$ cat config.mk
export PLATFORM = sky130hd
export DESIGN_NAME = sll_iter_flat
export DESIGN_NICKNAME = d
export VERILOG_FILES = /design/src/rtl/sll_iter_if.sv /design/src/rtl/sll_iter.sv /design/src/flat_wrapper.sv
export SDC_FILE = /design/constraint.sdc
export NUM_CORES = 1
export LEC_CHECK = 0
export BUFFER_PORTS_ARGS = -buffer_cell sky130_fd_sc_hd__buf_2
export CORE_MARGIN = 5
export CORE_UTILIZATION = 55
export DETAILED_ROUTE_END_ITERATION = 8
export MAX_ROUTING_LAYER = met4
export PLACE_DENSITY = 0.76
export RECOVER_POWER = 100
export SYNTH_ARGS = -nofsm -noshare
export SYNTH_HDL_FRONTEND = slang
export SYNTH_SLANG_ARGS = --single-unit
$ cat constraint.sdc
create_clock -name clk -period 2.5 [get_ports clk]
set_input_delay 0.125 -clock clk [delete_from_list [all_inputs] [get_ports clk]]
set_output_delay 0.125 -clock clk [all_outputs]
set_load 0.05 [all_outputs]
$ cat src/rtl/sll_iter_if.sv
// Start/done handshake bundle for the iterative left shifter.
// The master drives the request; the slave (shifter) returns status and the result.
interface sll_iter_if #(
  parameter int N = 16
);
  localparam int K = $clog2(N);

  logic         start;
  logic [K-1:0] shift_amount;
  logic [N-1:0] dataIn;
  logic         busy;
  logic         done;
  logic [N-1:0] dataOut;

  modport master (
    output start, shift_amount, dataIn,
    input  busy, done, dataOut
  );

  modport slave (
    input  start, shift_amount, dataIn,
    output busy, done, dataOut
  );
endinterface

$ cat src/rtl/sll_iter.sv
// Iterative logical left shifter: one barrel stage (shift by 1<<stage) per clock.
// Optional `define SLL_ITER_EARLY_EXIT_EN finishes once no higher amount bits remain.
module sll_iter #(
  parameter int N = 16
) (
  input  logic       clk,
  input  logic       rst_n,
  sll_iter_if.slave  bus_io
);
  localparam int K = $clog2(N);

  typedef enum logic [1:0] {IDLE, SHIFT, DONE} state_t;

  state_t       state_q;
  logic [N-1:0] work_q;
  logic [K-1:0] amt_q;
  logic [K-1:0] stage_q;
  logic [N-1:0] dataout_q;

  logic [N-1:0] shifted [K];
  logic [N-1:0] stage_shift;
  logic         stage_apply;
  logic [N-1:0] work_d;
  logic         last_stage;

  genvar gi;
  generate
    for (gi = 0; gi < K; gi++) begin : g_stage
      assign shifted[gi] = work_q << (1 << gi);
    end
  endgenerate

  always_comb begin
    stage_shift = work_q;
    stage_apply = 1'b0;
    for (int i = 0; i < K; i++) begin
      if (int'(stage_q) == i) begin
        stage_shift = shifted[i];
        stage_apply = amt_q[i];
      end
    end
    work_d = stage_apply ? stage_shift : work_q;
  end

`ifdef SLL_ITER_EARLY_EXIT_EN
  logic [K:0] stage_plus1;
  assign stage_plus1 = {1'b0, stage_q} + {{K{1'b0}}, 1'b1};
  // Done once every remaining amount bit above this stage is zero.
  assign last_stage  = ((amt_q >> stage_plus1) == '0);
`else
  localparam logic [K-1:0] LAST_STAGE = K[K-1:0] - {{(K-1){1'b0}}, 1'b1};
  assign last_stage = (stage_q == LAST_STAGE);
`endif

  always_ff @(posedge clk) begin
    if (!rst_n) begin
      state_q   <= IDLE;
      work_q    <= '0;
      amt_q     <= '0;
      stage_q   <= '0;
      dataout_q <= '0;
    end else begin
      case (state_q)
        IDLE, DONE: begin
          // A start in DONE is accepted so back-to-back ops take K+1 cycles.
          if (bus_io.start) begin
            work_q  <= bus_io.dataIn;
            amt_q   <= bus_io.shift_amount;
            stage_q <= '0;
            state_q <= SHIFT;
          end else begin
            state_q <= IDLE;
          end
        end
        SHIFT: begin
          work_q  <= work_d;
          stage_q <= stage_q + {{(K-1){1'b0}}, 1'b1};
          if (last_stage) begin
            dataout_q <= work_d;
            state_q   <= DONE;
          end
        end
        default: state_q <= IDLE;
      endcase
    end
  end

  assign bus_io.busy    = (state_q == SHIFT);
  assign bus_io.done    = (state_q == DONE);
  assign bus_io.dataOut = dataout_q;
endmodule
$ cat src/flat_wrapper.sv
// flat-port wrapper written by rule: the top's interface ports become plain ports
module sll_iter_flat 
#(
  parameter int N = 16
)
  (clk, rst_n, bus_io_start, bus_io_shift_amount, bus_io_dataIn, bus_io_busy, bus_io_done, bus_io_dataOut);
  sll_iter_if #(.N(N)) bus_io_i ();
  input  logic clk;
  input  logic rst_n;
  input wire logic [$bits(bus_io_i.start)-1:0] bus_io_start;
  input wire logic [$bits(bus_io_i.shift_amount)-1:0] bus_io_shift_amount;
  input wire logic [$bits(bus_io_i.dataIn)-1:0] bus_io_dataIn;
  output wire logic [$bits(bus_io_i.busy)-1:0] bus_io_busy;
  output wire logic [$bits(bus_io_i.done)-1:0] bus_io_done;
  output wire logic [$bits(bus_io_i.dataOut)-1:0] bus_io_dataOut;
  assign bus_io_i.start = bus_io_start;
  assign bus_io_i.shift_amount = bus_io_shift_amount;
  assign bus_io_i.dataIn = bus_io_dataIn;
  assign bus_io_busy = bus_io_i.busy;
  assign bus_io_done = bus_io_i.done;
  assign bus_io_dataOut = bus_io_i.dataOut;
  sll_iter #(.N(N)) u_core (.clk(clk), .rst_n(rst_n), .bus_io(bus_io_i));
endmodule
# Word level (Yosys, flattened, before mapping)
# Cells that the tools add are included.
dict set report word_totals {
  reg_bits 42
}
dict set report classes {
  n_addsub 1
  eq_ne 8
  muxes 16
  n_reduce_logical 7
}
# operator n
set ops {}
lappend ops {{$mux 16} 6}
lappend ops {{$pmux 16 s2} 1}
lappend ops {{$eq 4x2->1 const B} 2}
lappend ops {{$eq 4x3->1 const B} 2}
lappend ops {{$pmux 4 s2} 1}
lappend ops {{$reduce_and 2->1} 3}
lappend ops {{$mux 1} 5}
lappend ops {{$add 4x1->4 const B} 1}
lappend ops {{$logic_not 4->1} 1}
lappend ops {{$mux 4} 1}
lappend ops {{$pmux 2 s2} 1}
lappend ops {{$eq 2x1->1 const B} 1}
lappend ops {{$eq 2x2->1 const B} 1}
lappend ops {{$logic_not 2->1} 1}
lappend ops {{$mux 2} 1}
lappend ops {{$ne 2x1->1 const B} 1}
lappend ops {{$ne 2x2->1 const B} 1}
lappend ops {{$reduce_bool 2->1} 1}
lappend ops {{$reduce_or 2->1} 1}

# Logic depth before layout (Yosys ltp)
dict set report logic_depth {
  word_depth 7
  depth_mapped 10
}

# Worst setup path after synthesis
# No wires, ideal clock.
dict set report synth_path {
  path_type {reg2reg}
  start {register u_core.stage_q[1]}
  end {register u_core.work_q[4]}
  arrival_time_ns 1.887
  t_required_ns 2.378
  path_slack_ns 0.491
  stages_incl_launch_ff 8
  path_cell_list {dfxtp_1 > inv_1 > ha_1 > nor4b_4 > a2bb2oi_1 > o21ai_4 > nor2_1 > o311a_1}
}
dict set report synth_via {
  elab_chain_len 7
}
# item line
set synth_lines {}
lappend synth_lines {{from (decl)} sll_iter.sv:17} ;# logic [K-1:0] stage_q;
lappend synth_lines {{from (signal assigned)} sll_iter.sv:77} ;# stage_q <= stage_q + {{(K-1){1'b0}}, 1'b1};
lappend synth_lines {{$logic_not 4->1} sll_iter.sv:37} ;# if (int'(stage_q) == i) begin
lappend synth_lines {{$mux 16 or $mux 1 (tied branches) (4 in series)} sll_iter.sv:37}
lappend synth_lines {{$mux 16 *} sll_iter.sv:42} ;# work_d = stage_apply ? stage_shift : work_q;
lappend synth_lines {{$pmux 16 s2 *} sll_iter.sv:63} ;# case (state_q)
lappend synth_lines {{to (signal assigned)} sll_iter.sv:67} ;# work_q <= bus_io.dataIn;
lappend synth_lines {{to (signal assigned)} sll_iter.sv:76} ;# work_q <= work_d;
lappend synth_lines {{to (decl)} sll_iter.sv:15} ;# logic [N-1:0] work_q;
# Mark *: on every way between the ends. The rest lies on a longest branch, timed or not.
# A chain may end at the register's enable or synchronous reset.

# Worst setup path in the final report
dict set report layout_path {
  start {register u_core.stage_q[0]}
  end {register u_core.work_q[13]}
}
# The elaborated chain is that of the path after synthesis.

==> flow_metrics.py <==
metrics = {
    "global_routing": {
        "grt_use_total_pct": 25.38,
        "grt_pass1_vias": 2429,
        "grt_max_degree": 29,
        "grt_pass1_wl_um": 12210,
        "gr-total-overflow": 0,
        "antenna_found_initial": 0,
    },
    "drt": {
        "viasPerCell": 6.318,
        "drt-total-wl_um": 7261,
        "ant_nets": 0,
        "via_count": 2685,
        "drcViolationCount": 0,
        "first_iter_violations": 332,
        "dr.pass1.iters": 5,
        "wl_per_cell_um": 17.08,
    },
    "power_and_ir_drop": {
        "p_leak_nw": 1.077,
        "total_power_mw": 1.542,
        "combPwrFrac_pct": 21.9,
        "peakVddDrop_mv": 0.2867,
        "power_frac_clock_pct": 30.1,
        "netSwitchingPower_mw": 0.4856,
        "cellPowerDensity_nw_per_um2": 539.6,
        "seqPwrFrac_pct": 48.1,
        "p_sw_share_pct": 31.49,
        "p_int_mw": 1.057,
    },
    "worst_setup_path": {
        "cp_max_fo": 13,
        "worstPathArrival_ps": 2520,
        "cp-start-kind": "register",
        "path_depth": 8,
        "crit_family": "compound AO/OA/AOI/OAI gates",
        "endpoint_kind": "register",
        "worstRegToRegCells": 8,
        "required_ps": 2720,
        "crit_path_top_delay_cell": "dfxtp_1",
        "cpPeakStageDelay_ps": 360,
        "worst-setup-path-type": "register to register",
        "path_cells": "inv_1 > ha_1 > nor4b_4 > o2bb2ai_1 > a21boi_2 > clkbuf_2 > a311o_1 > o221ai_1",
        "cp_num_buf_inv": 2,
    },
    "sta": {
        "skew_ps": 4.817,
        "fin_crit_sh_pct": 91.92,
        "worstMarginPinSlew_ps": 1058,
        "slew_viol_final": 0,
        "setup_tns_ps": 0,
        "fin_hold_ws_ps": 64.61,
        "fmax_ghz": 0.4352,
        "rsz0062_at_grt": "false",
        "min_period_ps": 2298,
        "hold_viol": 0,
        "maxSlewHeadroom_pct": 29.48,
        "setup_violations": 0,
    },
    "die": {
        "io_pins": 41,
        "die_h_um": 78.33,
        "initial_core_util_pct": 57.77,
        "design.die.area_sq_um": 6135,
        "num_rows": 24,
        "die_w_um": 78.33,
        "core_area_sq_um": 4444,
    },
    "cts": {
        "cts.htree.levels": 2,
        "cts_made_buffers": 5,
        "cts_buffer_depth": 2,
        "cts_resized": 0,
        "post_cts_buffers": 0,
        "cts_hold_buffers": 0,
        "clock_latency_ps": 300,
        "clk_pin_slew_ps": 80,
        "clk_root_buffer_cell": "clkbuf_8",
        "cts.sinks": 42,
        "cts_tree": "done",
    },
    "synth": {
        "synthArstFlopShare_pct": 0,
        "syn_area_per_cell_sq_um": 7.529,
        "synth-main-ff-cell": "dfxtp_1",
        "ys_seq_area_share_pct": 32.75,
        "ys_ff_latch": 42,
        "synth_top_cell_area_share_pct": 32.75,
        "syn_area_sq_um": 2567,
        "synth_area_leader_cell": "dfxtp_1",
        "synth_edf_count": 0,
        "syn_inst": 341,
        "yosysWarnings": 0,
        "synth_cell_types": 53,
        "synth_area_leaders": "dfxtp_1, a21oi_1, nand2_1, o21ai_0, a22o_1",
        "mappedNetlistNets": 368,
    },
    "placement": {
        "dp_hpwl_um": 5196,
        "io_buffers": 40,
        "place_congestion": 0.9670,
    },
    "hold_path": {
        "holdPathStages": 3,
        "hold_path_class": "primary input to register",
    },
    "cells_and_area": {
        "area_delta_synth_final_pct": 11.31,
        "n_antenna_cell": 0,
        "nNetsFinal": 399,
        "register_area_sq_um": 840.8,
        "fill_cells": 418,
        "multi_input_area_sq_um": 1549,
        "drive_above_1_share_pct": 12.60,
    },
    "job": {
        "drv_cap": 0,
    },
    "outcome": {
        "status": "finished clean",
    },
}
[layout make-up]
| cell class | instances | share of cell area [%] |
|---|---|---|
| Clock inverter | 1 | 0.1751 |
| Multi-Input combinational cell | 257 | 54.20 |
| Tap cell | 52 | 2.277 |
| Sequential cell | 42 | 29.42 |
| Clock buffer | 7 | 3.021 |
| Timing Repair Buffer | 54 | 9.326 |
| Inverter | 12 | 1.576 |
[worst register-to-register path, cell delays in order, from the launching register on]
cell	delay (ps)
dfxtp_1	360
inv_1	100
ha_1	260
nor4b_4	340
o2bb2ai_1	220
a21boi_2	150
clkbuf_2	250
a311o_1	340
o221ai_1	190
[cell usage after synthesis, types with 2 or more instances]
cell type and number:
nor3_1 2, o21a_1 2, a22oi_1 5, o22ai_1 2
a221oi_1 5, nor2b_1 8, o21ai_0 25, nor2_1 18
a2bb2oi_1 2, a21boi_0 8, nand3_1 15, a21oi_1 45
o21ai_1 3, a21o_1 4, a311o_1 2, nand4_1 2
a31oi_1 3, nand2_1 48, a22o_1 14, clkbuf_1 20
and3_1 2, a211o_1 4, o221ai_1 6, ha_1 4
dfxtp_1 42, buf_1 4, and2_1 3, o211ai_1 2
nand2b_1 3, inv_1 11, buf_2 5
[placed cells by master, fill, tap and decap left out, types with 6 or more instances in the layout]
cell type / count
o21ai_0: 26
inv_1: 11
buf_2: 22
o221ai_1: 6
nand3_1: 15
clkbuf_8: 6
nand2_1: 48
a21oi_1: 45
dfxtp_1: 42
clkbuf_1: 22
buf_4: 8
a21boi_0: 8
nor2b_1: 8
nor2_1: 18
a22o_1: 14
[registers in the layout, summed over array words and instances (netlist names)]
register               flops
u_core.bus_io.dataOut     16
u_core.work_q             16
u_core.amt_q               4
u_core.stage_q             4
u_core.state_q             2
[cell families (layout without fill, tap and decap cells)]
kind of cell | after synthesis | in the layout | synth area share, %
AOI/OAI and AO/OA | 145 | 145 | 38.55
and+or+nand+nor | 108 | 108 | 20.08
buffers and inverters | 42 | 74 | 6.676
adders and majority gates | 4 | 4 | 1.949
DFF | 42 | 42 | 32.75
[power groups by stage]
| stage | combinational, mW | clock, mW | sequential [mW] |
|---|---|---|---|
| 6_report | 0.337 | 0.464 | 0.741 |
| 5_1_grt | 0.371 | 0.507 | 0.745 |
| 4_1_cts | 0.339 | 0.468 | 0.739 |
| 3_5_place_dp | 0.338 | 0 | 0.754 |
| 3_3_place_gp | 0.335 | 0 | 0.755 |
| 2_1_floorplan | 0.259 | 0 | 0.732 |
[metrics by stage]
| stage | setup slack, ps | cell area (sq um) | cells | util, % |
|---|---|---|---|---|
| 6_report | 202.1 | 2858 | 425 | 64.30 |
| 5_1_grt | 46.66 | 2858 | 425 | 64.30 |
| 4_1_cts | 325.6 | 2903 | 425 | 65.32 |
| 3_5_place_dp | 343.3 | 2811 | 417 | 63.26 |
| 3_3_place_gp | 448.4 | 2811 | 417 | 63.26 |
| 2_1_floorplan | 491.3 | 2567 | 341 | - |
[final timing paths]
check	slack [ps]	to	startpoint
worst max-delay path	200	u_core.work_q[13]	u_core.stage_q[0]
worst min-delay path	60	u_core.amt_q[0]	bus_io_shift_amount[0]
worst max register to register	200	u_core.work_q[13]	u_core.stage_q[0]
worst min register to register	470	u_core.bus_io.dataOut[7]	u_core.bus_io.dataOut[7]
[routing by layer]
layer  vias to the layer above  global-route usage (%)  share of wire (%)
li1                       1301                       -                  -
met1                      1234                   34.86                 46
met2                       134                   36.82                 43
met3                        16                   4.577                9.2
met4                         0                   10.31                1.8
met5                         -                       -                  0
No activity file was read; power rests on OpenSTA's default activity.
